### config.mk
export PLATFORM = sky130hd
export DESIGN_NAME = n_to_1_demux_stream
export DESIGN_NICKNAME = d
export VERILOG_FILES = /design/src/rtl/n_to_1_demux_stream.sv
export SDC_FILE = /design/constraint.sdc
export NUM_CORES = 1
export LEC_CHECK = 0
export ABC_AREA = 0
export CAP_MARGIN = 20
export CORE_ASPECT_RATIO = 0.5
export CORE_MARGIN = 1
export CORE_UTILIZATION = 40
export DETAILED_ROUTE_END_ITERATION = 10
export GPL_TIMING_DRIVEN = 0
export PLACE_DENSITY = 0.83
export SYNTH_ARGS = -nofsm -noshare
export SYNTH_HDL_FRONTEND = slang
export SYNTH_SLANG_ARGS = --single-unit
### constraint.sdc
create_clock -name clk -period 2.05 [get_ports clk]
set_clock_uncertainty 0.2 [all_clocks]
set_input_delay 0.615 -clock clk [delete_from_list [all_inputs] [get_ports clk]]
set_output_delay 0.615 -clock clk [all_outputs]
set_load 0.01 [all_outputs]
### src/rtl/n_to_1_demux_stream.sv
// Demultiplexes one valid/ready stream onto N independently buffered output ports.
// Optional DEMUX_DROP_CNT_EN adds a saturating drop_cnt output counting out-of-range beats.
module n_to_1_demux_stream #(
  parameter int N  = 6,
  parameter int W  = 8,
  parameter int SW = $clog2(N)
) (
  input  logic           clk,
  input  logic           rst_n,
  input  logic           in_valid,
  output logic           in_ready,
  input  logic [W-1:0]   in_data,
  input  logic [SW-1:0]  in_sel,
  output logic [N-1:0]   out_valid,
  input  logic [N-1:0]   out_ready,
  output logic [N*W-1:0] out_data,
`ifdef DEMUX_DROP_CNT_EN
  output logic [15:0]    drop_cnt,
`endif
  output logic           err_sel
);

  logic         sel_oob;
  logic [N-1:0] port_sel;
  logic [N-1:0] lane_ready;
  logic         accept;
  logic         err_sel_reg;

  // A power-of-two N leaves no unused select codes, so nothing can ever be dropped.
  generate
    if (N == (1 << SW)) begin : g_pow2
      assign sel_oob = 1'b0;
    end else begin : g_npow2
      assign sel_oob = (in_sel >= SW'(N));
    end
  endgenerate

  genvar gi;
  generate
    for (gi = 0; gi < N; gi++) begin : g_port
      logic         valid_reg, valid_next;
      logic [W-1:0] data_reg, data_next;
      logic         push;

      assign port_sel[gi]   = (in_sel == SW'(gi));
      assign lane_ready[gi] = !valid_reg || out_ready[gi];

      // A push in the same cycle as a pop refills the slot, so there is no bubble.
      always_comb begin
        push       = accept && port_sel[gi];
        valid_next = valid_reg && !out_ready[gi];
        data_next  = data_reg;
        if (push) begin
          valid_next = 1'b1;
          data_next  = in_data;
        end
      end

      always_ff @(posedge clk) begin
        if (!rst_n) begin
          valid_reg <= 1'b0;
          data_reg  <= '0;
        end else begin
          valid_reg <= valid_next;
          data_reg  <= data_next;
        end
      end

      assign out_valid[gi]        = valid_reg;
      assign out_data[gi*W +: W]  = data_reg;
    end
  endgenerate

  assign in_ready = sel_oob || |(port_sel & lane_ready);
  assign accept   = in_valid && in_ready;

  always_ff @(posedge clk) begin
    if (!rst_n) begin
      err_sel_reg <= 1'b0;
    end else begin
      err_sel_reg <= in_valid && sel_oob;
    end
  end

  assign err_sel = err_sel_reg;

`ifdef DEMUX_DROP_CNT_EN
  logic [15:0] drop_cnt_reg;

  always_ff @(posedge clk) begin
    if (!rst_n) begin
      drop_cnt_reg <= '0;
    end else if (in_valid && sel_oob && (drop_cnt_reg != 16'hFFFF)) begin
      drop_cnt_reg <= drop_cnt_reg + 16'd1;
    end
  end

  assign drop_cnt = drop_cnt_reg;
`endif

endmodule

**Word-level counts from Yosys, hierarchy flattened**

Index checks and enable logic that the tools add are counted.

- Register bits: 55
- Output and inout port bits: 56
- Input port bits: 20
- Word-level logic and storage cells: 61

- Multiplexer cells: 6
- Bitwise logic cells: 1
- Eq/ne operators: 5
- Reductions and logical operators: 35
- Magnitude comparators: 1

Operators by type and width:

| kind | number |
|---|---|
| $logic_and A1 B1 Y1 | 14 |
| $logic_not A1 Y1 | 12 |
| $logic_or A1 B1 Y1 | 7 |
| $and A6 B6 Y6 | 1 |
| $eq A3 B2 Y1 const B | 2 |
| $eq A3 B3 Y1 const B | 2 |
| $mux W1 | 6 |
| $reduce_or A6 Y1 | 1 |
| $eq A3 B1 Y1 const B | 1 |
| $ge A3 B3 Y1 const B | 1 |
| $logic_not A3 Y1 | 1 |

**Longest topological paths before layout**

Gate-level depths: netlist (run 1).

- Depth after elaboration: 8
- Gate-level depth with buffers: 5
- Depth with buffers taken out: 4

**Worst setup path after synthesis (run 1)**

No wires, ideal clock.

- Path type: input to output
- Start point: in out_ready[2]
- End point: out in_ready
- Buffers on the path: 0
- Stages: 3
- Arrival: 1.295 ns
- Slack: -0.060 ns
- Required time: 1.235 ns
- Path through: nand2b_1 -> mux2i_1 -> o311ai_0

- Cells in the longest elaborated chain, start to end: 4

Ends and longest elaborated chain:

| element | RTL line | source |
|---|---|---|
| start, declared | 15 | `input logic [N-1:0] out_ready,` |
| $logic_or A1 B1 Y1 | 46 | `assign lane_ready[gi] = !valid_reg \|\| out_ready[gi];` |
| $and A6 B6 Y6 | 74 | `assign in_ready = sel_oob \|\| \|(port_sel & lane_ready);` |
| $reduce_or A6 Y1 | 74 |  |
| $logic_or A1 B1 Y1 | 74 |  |
| end, declared | 11 | `output logic in_ready,` |

No other way between the ends.

**Final worst setup path (run 1)**

- Start point: in in_valid
- End point: reg g_port[4].data_reg[6]

- Cells in the longest elaborated chain, start to end: 2

Ends and longest elaborated chain:

| element | RTL line | source |
|---|---|---|
| start, declared | 10 | `input logic in_valid,` |
| $logic_and A1 B1 Y1 | 75 | `assign accept = in_valid && in_ready;` |
| $logic_and A1 B1 Y1 | 50 | `push = accept && port_sel[gi];` |
| end signal, assigned | 65 | `data_reg <= data_next;` |
| end, declared | 42 | `logic [W-1:0] data_reg, data_next;` |

No other way between the ends.
A chain may end at the register's enable or synchronous reset.

==> results of run 1 <==
where the power goes:
part           switching, uW  total [uW]  leakage [uW]  internal [uW]
clock                    403         661     0.0000515            258
sequential              12.6        1100      0.000447           1090
combinational            105         236       0.00152            131
synth_stat cells, types with 2 or more instances:
| cell | number | area, um2 |
|---|---|---|
| a21boi_0 | 3 | 22.5 |
| buf_2 | 3 | 15.0 |
| buf_4 | 8 | 60.1 |
| clkbuf_1 | 6 | 22.5 |
| dfxtp_1 | 55 | 1100 |
| mux2i_1 | 49 | 490 |
| nand2b_1 | 4 | 25.0 |
| nor2_1 | 2 | 7.51 |
| nor2b_1 | 52 | 325 |
| nor3_1 | 2 | 10.0 |
| o21a_1 | 3 | 22.5 |
| o21ai_0 | 2 | 10.0 |
cells by family (layout without fill, tap and decap cells):
logic type,Yosys count,after routing,share of synthesized area (%)
multiplexers,49,49,22.2
buffers and inverters,18,109,4.93
AND/OR/NAND/NOR,69,69,19.8
AO/OA/AOI/OAI,10,10,3.17
flip-flops,55,55,49.9
final timing paths:
kind	endpoint	cells past startpoint	slack [ps]
max	g_port[4].data_reg[6]	6	-130
min	g_port[5].data_reg[3]	2	330
max reg2reg	g_port[4].data_reg[6]	6	360
min reg2reg	g_port[5].data_reg[3]	2	330
metrics by stage:
step	util [%]	hold WS [ps]	cells
after CTS	63.0	333	362
final	65.2	332	362
after global routing	65.2	354	362
after global placement	59.4	298	345
after detailed placement	59.4	306	345
after floorplan	-	294	201
timing repair:
| action | CTS | global route |
|---|---|---|
| buffers inserted | 9 | 0 |
| endpoints found under the setup margin | 28 | 43 |
| hold endpoints to repair | 0 | 0 |
| gates resized for setup | 63 | 40 |
| pin swaps | 5 | 3 |
worst min-delay path, cell delays in order (launching register included):
cell and delay (ps):
dfxtp_1 320, mux2i_1 120, nor2b_1 60
cell type report:
type                       instances  share of cell area (%)
clock buffer                       5                    2.06
clock inverter                     3                    1.01
multi-input combinational        128                    32.0
timing repair buffer              83                    25.9
buffer                            18                    3.27
sequential                        55                    33.1
tap                               70                    2.63
routing by layer:
layer | GRT usage [%] | up-vias | routed length (um)
li1 | - | 847 | -
met1 | 23.4 | 798 | 2590
met2 | 31.1 | 35 | 2550
met4 | 5.48 | 0 | 14
met3 | 4.17 | 3 | 197
met5 | 0 | - | 0
==> impl_metrics.json, run 1 <==
{
  "timing.final.ws_setup_ps": -126,
  "rsz0062_at_grt": "true",
  "async_flop_share_pct": 0,
  "grt_pass1_vias": 1566,
  "crit_fanout": 8,
  "initial_core_util_pct": 43.2,
  "avgSynthCellArea_um2": 11.0,
  "cts.sinks": 55,
  "route.detailed.drc": 0,
  "setup.worst_path.start": "in_valid",
  "critPathMaxStageDelay_ps": 530,
  "firstDrtPassIters": 4,
  "path_clk_slew_ps": 110,
  "viasPerCell": 4.65,
  "setup_tns_ps": -893,
  "final_area_um2": 3330,
  "dieArea_um2": 5840,
  "wl_per_cell_um": 14.8,
  "drv_slew": 0,
  "synth_fp_nets": 221,
  "clock_tree.root_cell": "clkbuf_8",
  "crit_chain": "clkdlybuf4s50_1 > nor2b_2 > or3b_1 > buf_6 > mux2i_1 > nor2b_1",
  "grt_pass1_wl_um": 7800,
  "synth_edf_count": 0,
  "slew_headroom_pct": 69.7,
  "nets": 311,
  "finalCriticalPeriod_ps": 2180,
  "pwr_density_cell_nw_per_um2": 600,
  "seqCellArea_um2": 1100,
  "grt_start_max_net_pins": 21,
  "cp_num_buf_inv": 2,
  "drt-total-wl_um": 5350,
  "syn2layout_area_growth_pct": 51.0,
  "crit_arrival_ps": 2200,
  "fin_crit_sh_pct": 106,
  "ys_seq_area_share_pct": 49.9,
  "overflow": 0,
  "startpoint_type": "primary input",
  "setup_viol": 9,
  "end_kind": "flop",
  "place.gp.congestion": 0.758,
  "yosys.cell_types.count": 24,
  "final_hold_viol_count": 0,
  "violations": "negative setup slack",
  "coreArea_um2": 5110,
  "required_ps": 2070,
  "drv_cap": 0,
  "syn-cell-area_um2": 2210,
  "cts_tree": "yes",
  "track_usage_pct": 18.1,
  "die_h_um": 54.5,
  "max_slew.worst_pin.slew_ps": 454,
  "reg2reg_from": "g_port[4].valid_reg",
  "ir_drop_mv": 0.420,
  "fill_cells": 374,
  "final_common_cell": "dfxtp_1",
  "multi_input_area_um2": 1070,
  "place_hpwl_um": 3640,
  "clk_latency_ps": 310,
  "most-common-layout-cells": "dfxtp_1, mux2i_1, nor2b_1",
  "largest_reg_flops": 48,
  "path_class": "in -> reg",
  "hold_buffers": 0,
  "rows": 18,
  "drt_iter0_drc": 41,
  "ys_ff_latch": 55,
  "power_uw": 2000,
  "placed_cell_area_um2": 3040,
  "leakage_uw": 0.00202,
  "ant_nets": 0,
  "place_ws_ps": -1110,
  "design.portCount": 76,
  "clk_path_buf_depth": 2,
  "numCtsBuffers": 5,
  "fp.dieW_um": 107,
  "status": "complete, but fails checks",
  "synthCells": 201,
  "antenna_found_initial": 0,
  "min_path_type": "reg -> reg",
  "vias": 1683,
  "path_delay_family": "buffers and inverters",
  "n_antenna_cell": 0,
  "yosys_most_used_dff": "dfxtp_1",
  "cpMaxStageDelayCell": "clkdlybuf4s50_1",
  "yosys_warnings": 0,
  "hold_start": "g_port[5].data_reg[3]",
  "maxClockFrequency_mhz": 460,
  "drive_gt1_share_pct": 19.2,
  "portBuffers": 74,
  "clock_tree.htree_level_count": 2
}
Note: power is estimated with default switching activity, not from simulation.
==> run 2, diff against run 1 <==
TNS_END_PERCENT = 50   (was unset)
==> run 2 against run 1 <==
Against the previous run: the run still ends with negative setup slack left; first-iteration DRC count grew 2.4%; maximum frequency shrank 0.35%; utilization shrank 0.12 points; die area is the same; via count grew 0.53%; total power shrank 0.16%; non-clock buffer count is the same; cell area shrank 0.19%; combinational power is essentially flat; count of clock-buffer cells in the layout is the same; setup slack lost 7.5 ps; register-to-register slack is essentially flat; critical path type unchanged; largest cell class unchanged.
==> impl_metrics.json, run 2 (synthesis results as in run 1) <==
{
  "path_class": "in -> reg",
  "fin_crit_sh_pct": 106,
  "hold_buffers": 0,
  "dieArea_um2": 5840,
  "crit_fanout": 8,
  "p_clk_share_pct": 32.9,
  "drt-total-wl_um": 5370,
  "drv_slew": 0,
  "reg2reg_from": "g_port[5].valid_reg",
  "reg2reg_depth": 6,
  "largest_reg_flops": 48,
  "fp.dieW_um": 107,
  "firstDrtPassIters": 4,
  "internal_power_uw": 1480,
  "final_common_cell": "dfxtp_1",
  "max_slew.worst_pin.slew_ps": 459,
  "overflow": 0,
  "antenna_found_initial": 0,
  "route.detailed.drc": 0,
  "path_clk_slew_ps": 110,
  "rsz0062_at_grt": "true",
  "worstReg2RegEnd": "g_port[5].data_reg[5]",
  "place.gp.congestion": 0.758,
  "fill_cells": 374,
  "portBuffers": 74,
  "startpoint_type": "primary input",
  "timing.final.ws_setup_ps": -133,
  "leakage_uw": 0.00201,
  "die_h_um": 54.5,
  "most-common-layout-cells": "dfxtp_1, mux2i_1, nor2b_1",
  "nets": 311,
  "setup_viol": 9,
  "drv_cap": 0,
  "drt_iter0_drc": 42,
  "place_hpwl_um": 3640,
  "drive_gt1_share_pct": 19.5,
  "pwr-share-seq_pct": 55.3,
  "hold_ws_ps": 328,
  "status": "complete, but fails checks",
  "track_usage_pct": 18.1,
  "violations": "negative setup slack",
  "endpoint": "g_port[4].data_reg[6]",
  "finalCoreUtilization_pct": 65.1,
  "swShare_pct": 25.9,
  "vias": 1692,
  "final_hold_viol_count": 0,
  "setup.worst_path.start": "in_valid",
  "viasPerCell": 4.67,
  "cts_tree": "yes",
  "clock_tree.htree_level_count": 2,
  "end_kind": "flop",
  "clock_tree.root_cell": "clkbuf_8",
  "design.portCount": 76,
  "wl_per_cell_um": 14.8,
  "finalCriticalPeriod_ps": 2180,
  "n_antenna_cell": 0,
  "coreArea_um2": 5110,
  "required_ps": 2070,
  "r2r_setup_slack_ps": 350,
  "pwr-share-comb_pct": 11.8,
  "initial_core_util_pct": 43.2,
  "slew_headroom_pct": 69.4,
  "min_path_type": "reg -> reg",
  "grt_pass1_vias": 1573,
  "rows": 18,
  "grt_pass1_wl_um": 7810,
  "crit_arrival_ps": 2210,
  "syn2layout_area_growth_pct": 50.7,
  "ir_drop_mv": 0.410,
  "clk_latency_ps": 310,
  "grt_start_max_net_pins": 21,
  "pwr_density_cell_nw_per_um2": 601,
  "cts.sinks": 55,
  "ant_nets": 0,
  "clk_path_buf_depth": 2,
  "numCtsBuffers": 5,
  "maxClockFrequency_mhz": 458,
  "power_uw": 2000,
  "p_switching_uw": 517
}
run 2: cell types whose count changed in the layout (fill, tap and decap cells not counted), sizes merged:
cell / change
buf: +1
dlygate4sd2: -1
run 2: final cells by class:
type | count | area, um2 | area share [%]
timing repair buffer | 83 | 861 | 25.9
clock inverter | 3 | 33.8 | 1.02
multi-input combinational | 128 | 1060 | 31.9
buffer | 18 | 109 | 3.27
clock buffer | 5 | 68.8 | 2.07
sequential | 55 | 1100 | 33.2
tap | 70 | 87.6 | 2.63
run 2: stage by stage:
step           setup slack (ps)  std cells  TNS [ps]  instance area (um2)
2_1_floorplan              54.2        201         0                 2210
3_3_place_gp              -1070        345    -14170                 3040
3_5_place_dp              -1110        345    -16030                 3040
4_1_cts                    -129        362      -689                 3220
5_1_grt                    -191        362     -1260                 3330
6_report                   -133        362      -951                 3330
run 2: worst min path at each step:
stage,from,to,cells after the start
2_1_floorplan,g_port[1].valid_reg,g_port[1].valid_reg,2
3_3_place_gp,g_port[3].data_reg[5],g_port[3].data_reg[5],2
3_5_place_dp,g_port[5].data_reg[6],g_port[5].data_reg[6],2
4_1_cts,g_port[5].data_reg[3],g_port[5].data_reg[3],2
5_1_grt,g_port[3].data_reg[5],g_port[3].data_reg[5],2
6_report,g_port[2].data_reg[1],g_port[2].data_reg[1],2
run 2: what timing repair did:
action | 4_1_cts | 5_1_grt
endpoints found under the hold margin | 0 | 0
setup endpoints to repair | 28 | 43
gates resized for setup | 63 | 39
setup buffers | 9 | 0
pin swaps | 5 | 3
run 2: power groups by stage:
stage | Sequential, uW | Combinational, uW | Clock [uW]
final | 1100 | 236 | 658
after global routing | 1110 | 251 | 700
after CTS | 1100 | 233 | 658
after detailed placement | 1130 | 227 | 0
after global placement | 1130 | 222 | 0
after floorplan | 1140 | 95.8 | 0
run 2: critical path: stages:
cell and delay, ps:
clkdlybuf4s50_1 530, nor2b_2 250, or3b_1 400, buf_6 170, mux2i_1 180, nor2b_1 60
run 2: layer usage:
metal | vias to the layer above | global-route usage, % | wire [um] | share of wire (%)
met1 | 804 | 23.4 | 2580 | 48
li1 | 850 | - | - | -
met3 | 3 | 4.17 | 192 | 3.6
met4 | 0 | 5.48 | 14 | 0.26
met5 | - | 0 | 0 | 0
met2 | 35 | 31.0 | 2590 | 48
==> run 3, diff against run 2 <==
CTS_CLUSTER_SIZE = 28   (was unset)
==> results of run 3 <==
No change in the layout: final DEF, timing and power equal those of run 2.
